### src/rtl/microsequencer.sv
// Next-address engine of the microprogrammed control unit: selects the next
// control-store address from the pipeline fields, status conditions and a return stack.
module microsequencer #(
    parameter int              AW        = 8,
    parameter int              DEPTH     = 4,
    parameter logic [AW-1:0]   TRAP_VEC  = AW'(2),
    parameter logic [AW-1:0]   RESET_VEC = AW'(0)
) (
    input  logic                       Clk,
    input  logic                       Reset_n,
    input  logic [2:0]                 NS_select,
    input  logic                       Inv,
    input  logic [1:0]                 Sts_select,
    input  logic [3:0]                 Cond_in,
    input  logic [AW-1:0]              Pl7,
    input  logic [AW-1:0]              CurrentState,
    input  logic [AW-1:0]              Decode_addr,
    input  logic                       Trap_req,
    input  logic                       Stall,
    output logic [AW-1:0]              State,
    output logic                       Stack_err,
    output logic [$clog2(DEPTH):0]     Sp
);

    localparam int PW  = $clog2(DEPTH);
    localparam int SPW = PW + 1;

    typedef enum logic [2:0] {
        NS_INC   = 3'b000,
        NS_JMP   = 3'b001,
        NS_DEC   = 3'b010,
        NS_CJMP  = 3'b011,
        NS_CDEC  = 3'b100,
        NS_CALL  = 3'b101,
        NS_RET   = 3'b110,
        NS_CWAIT = 3'b111
    } ns_op_t;

    logic [AW-1:0]  state_reg, state_next;
    logic [SPW-1:0] sp_reg, sp_next;
    logic           err_reg, err_next;
    logic           push_en;

    logic [AW-1:0]  stack_mem [DEPTH];

    logic           cond;
    logic [AW-1:0]  inc;
    logic [SPW-1:0] sp_dec;
    logic [AW-1:0]  stack_top;
    logic           stack_full;
    logic           stack_empty;
    ns_op_t         op;

    assign cond        = Cond_in[Sts_select] ^ Inv;
    assign inc         = CurrentState + AW'(1);
    assign sp_dec      = sp_reg - SPW'(1);
    assign stack_top   = stack_mem[sp_dec[PW-1:0]];
    assign stack_full  = (sp_reg == SPW'(DEPTH));
    assign stack_empty = (sp_reg == '0);
    assign op          = ns_op_t'(NS_select);

    always_comb begin
        state_next = state_reg;
        sp_next    = sp_reg;
        err_next   = err_reg;
        push_en    = 1'b0;

        if (Trap_req) begin
            state_next = TRAP_VEC;
            sp_next    = '0;
        end else if (!Stall) begin
            case (op)
                NS_INC:   state_next = inc;
                NS_JMP:   state_next = Pl7;
                NS_DEC:   state_next = Decode_addr;
                NS_CJMP:  state_next = cond ? Pl7 : inc;
                NS_CDEC:  state_next = cond ? Pl7 : Decode_addr;
                NS_CALL: begin
                    // The jump is taken even when the return address cannot be saved.
                    state_next = Pl7;
                    if (stack_full) begin
                        err_next = 1'b1;
                    end else begin
                        push_en = 1'b1;
                        sp_next = sp_reg + SPW'(1);
                    end
                end
                NS_RET: begin
                    if (stack_empty) begin
                        state_next = RESET_VEC;
                        err_next   = 1'b1;
                    end else begin
                        state_next = stack_top;
                        sp_next    = sp_dec;
                    end
                end
                NS_CWAIT: state_next = cond ? inc : CurrentState;
                default:  state_next = state_reg;
            endcase
        end
    end

    always_ff @(posedge Clk or negedge Reset_n) begin
        if (!Reset_n) begin
            state_reg <= RESET_VEC;
            sp_reg    <= '0;
            err_reg   <= 1'b0;
        end else begin
            state_reg <= state_next;
            sp_reg    <= sp_next;
            err_reg   <= err_next;
        end
    end

    // Stack contents need no reset; gating on Reset_n drops a push racing a reset.
    always_ff @(posedge Clk) begin
        if (push_en && Reset_n) begin
            stack_mem[sp_reg[PW-1:0]] <= inc;
        end
    end

    assign State     = state_reg;
    assign Sp        = sp_reg;
    assign Stack_err = err_reg;

endmodule

### config.mk
export PLATFORM = sky130hd
export DESIGN_NAME = microsequencer
export DESIGN_NICKNAME = d
export VERILOG_FILES = /design/src/rtl/microsequencer.sv
export SDC_FILE = /design/constraint.sdc
export NUM_CORES = 1
export LEC_CHECK = 0
export BUFFER_PORTS_ARGS = -buffer_cell sky130_fd_sc_hd__buf_2
export CAP_MARGIN = 20
export CORE_MARGIN = 3
export CORE_UTILIZATION = 60
export CTS_BUF_LIST = sky130_fd_sc_hd__clkbuf_4 sky130_fd_sc_hd__clkbuf_8 sky130_fd_sc_hd__clkbuf_16
export DETAILED_ROUTE_END_ITERATION = 10
export GPL_TIMING_DRIVEN = 0
export MAX_ROUTING_LAYER = met4
export PLACE_DENSITY = 0.83
export SYNTH_ARGS = -nofsm -noshare
export SYNTH_HDL_FRONTEND = slang
export SYNTH_SLANG_ARGS = --single-unit
### constraint.sdc
create_clock -name Clk -period 5.9 [get_ports Clk]
set_input_delay 0.295 -clock Clk [delete_from_list [all_inputs] [get_ports Clk]]
set_output_delay 0.295 -clock Clk [all_outputs]
set_load 0.01 [all_outputs]
==> results.json <==
{
  "drt-pass1-iter-count": 4,
  "avgSynthCellArea_um2": 11.09,
  "slew_headroom_pct": 38.88,
  "syn_inst": 250,
  "power_mw": 0.6820,
  "drive_above_1_share_pct": 24.43,
  "synth.largest_area_cell": "edfxtp_1",
  "insertion_delay_ns": 0.29,
  "worst_ir_drop_vdd_uv": 171.9,
  "first_global_vias": 2199,
  "die_x_um": 73.97,
  "yosys_warnings": 0,
  "ant_nets": 0,
  "ys_seq_elements": 44,
  "slowest_delay_ns": 0.46,
  "hold_viol": 0,
  "synth_area_leaders": "edfxtp_1, dfrtp_1, mux4_2, a211oi_1, xnor2_1",
  "dp_hpwl_um": 5394,
  "wl_per_cell_um": 20.20,
  "gr-total-overflow": 0,
  "first_iter_violations": 263,
  "vias_per_cell": 6.610,
  "whs_ns": 0.3738,
  "area.sequential_um2": 1261,
  "path_class": "register to register",
  "grtUsageTotal_pct": 28.57,
  "netlist.area_leader.share_pct": 34.67,
  "die_area_um2": 5471,
  "boundaryPins": 50,
  "clk_path_buf_depth": 2,
  "n_fill_cell": 320,
  "h-tree-depth": 2,
  "cp.arrival_ns": 2.97,
  "std_cell_rows": 24,
  "status": "completed",
  "drt-total-wl_um": 7252,
  "antenna_found_initial": 0,
  "rsz0062_at_grt": "false",
  "fin_skew_ns": 0.006695,
  "path_cells": "buf_2 > inv_1 > ha_1 > buf_1 > mux4_2 > a221oi_1 > o21ai_1 > a32o_1",
  "drc": 0,
  "clock_tree.root_cell": "clkbuf_8",
  "synth_most_common_cell": "edfxtp_1",
  "min_period_ns": 2.783,
  "diodes": 0,
  "max-cap-violations": 0,
  "path_max_fanout": 9,
  "slowest_stage": "buf_1",
  "synth_edf_count": 32,
  "syn_area_um2": 2771,
  "numClockSinks": 44,
  "synthArstFlopShare_pct": 27.27,
  "cts_tree": "done",
  "die_h_um": 73.97,
  "p_leak_nw": 1.203,
  "setup_viol": 0,
  "met3_length_um": 687,
  "fin_nets": 350,
  "critPathCaptureType": "register",
  "top_layer": "met4",
  "grt_max_degree": 14,
  "finalMaxSlewViolations": 0,
  "tightest_slew_ns": 0.9099,
  "io_buffer_count": 48,
  "ys_seq_area_share_pct": 45.51,
  "cts_buffers": 5,
  "ys_types": 49,
  "syn_nets": 294,
  "wl_met2_um": 3484,
  "start_kind": "register",
  "wl_met1_um": 2922,
  "syn_to_final_growth_pct": 14.54,
  "vias": 2373,
  "multiInputGateArea_um2": 1389,
  "synth_commonest_cells": "edfxtp_1, inv_1, a211oi_1",
  "finalCritPeriodShare_pct": 47.16,
  "dominantRegCellSynth": "edfxtp_1",
  "start_util_pct": 62.78,
  "place_congestion": 0.9980,
  "hp-class": "primary input to register",
  "grt_pass1_wl_um": 11150,
  "setup_tns_ns": 0,
  "postCtsSetupRepairBufs": 0,
  "max_freq_mhz": 359.4,
  "clk_pin_slew_ns": 0.08,
  "coreArea_um2": 4414,
  "power_density_nw_per_um2": 214.8,
  "worst_ep_required_time_ns": 6.09
}
[cells in the final DEF, fill, tap and decap left out, drive strengths merged, types with 4 or more instances in the layout]
| cell type | instances |
|---|---|
| mux4 | 9 |
| nor2 | 11 |
| clkbuf | 13 |
| and2 | 8 |
| a211oi | 14 |
| nand2 | 13 |
| edfxtp | 32 |
| a21oi | 13 |
| ha | 6 |
| or3 | 5 |
| buf | 56 |
| and3 | 7 |
| inv | 15 |
| o21ai | 9 |
| nand3 | 11 |
| a221oi | 7 |
| dfrtp | 12 |
| xnor2 | 11 |
| nor2b | 4 |
[worst max-delay path, delay by kind of cell (launching register included)]
family,cells,cell delay (ns)
flip-flops,1,0.39
AO/OA/AOI/OAI,3,0.65
adder cells (fa/ha/maj),1,0.31
multiplexers,1,0.41
buffers and inverters,3,0.94
[layer usage]
metal,vias to the layer above,track usage (%)
met5,-,-
li1,1076,-
met3,22,5.000
met1,1126,39.16
met2,149,43.60
met4,0,9.054
[cells by family after synthesis]
family	share of synthesized area, %
muxes	8.849
DFF	45.51
adders and majority gates	2.709
xor gates and xnor gates	6.185
AOI/OAI and AO/OA	17.56
buffers and inverters	4.379
and+or+nand+nor	14.81
[through the flow]
stage / util, % / area, um^2 / std cells / worst slack [ns]
6_report: 71.91 / 3174 / 359 / 3.117
5_1_grt: 71.91 / 3174 / 359 / 2.839
4_1_cts: 71.91 / 3174 / 359 / 3.040
3_5_place_dp: 69.70 / 3077 / 350 / 3.060
3_3_place_gp: 69.70 / 3077 / 350 / 3.144
2_1_floorplan: - / 2771 / 250 / 3.443
[sequential cells by signal, summed over array words and instances (netlist names)]
| name | count |
|---|---|
| stack_mem | 32 |
| Stack_err | 1 |
| State | 8 |
| Sp | 3 |
[area by class of cell]
cell class                      count  area share, %
Multi-Input combinational cell    176          43.75
Clock buffer                        6          2.404
Clock inverter                      2         0.3548
Inverter                           15          1.774
Tap cell                           52          2.050
Buffer                             15          2.050
Sequential cell                    44          39.73
Timing Repair Buffer               49          7.883
[power by group]
group	switching, mW	internal (mW)	total (mW)
clock network	0.102	0.0868	0.188
logic	0.0866	0.0613	0.148
registers	0.00452	0.341	0.346
total	0.193	0.489	0.682
[final timing paths]
path	end	start	depth (start not counted)	slack (ns)
min in group asynchronous	State[0]	Reset_n	2	0.45
min reg2reg	Stack_err	Stack_err	1	0.47
min	State[6]	Pl7[6]	3	0.37
max in group asynchronous	Sp[0]	Reset_n	2	5.17
max	State[2]	Sp[0]	8	3.12
max reg2reg	State[2]	Sp[0]	8	3.12
[repair_timing]
item                      CTS  global route
hold endpoints to repair   12             0
hold buffers                1             0
resized for setup           0             0
(Power assumes the default switching activity.)
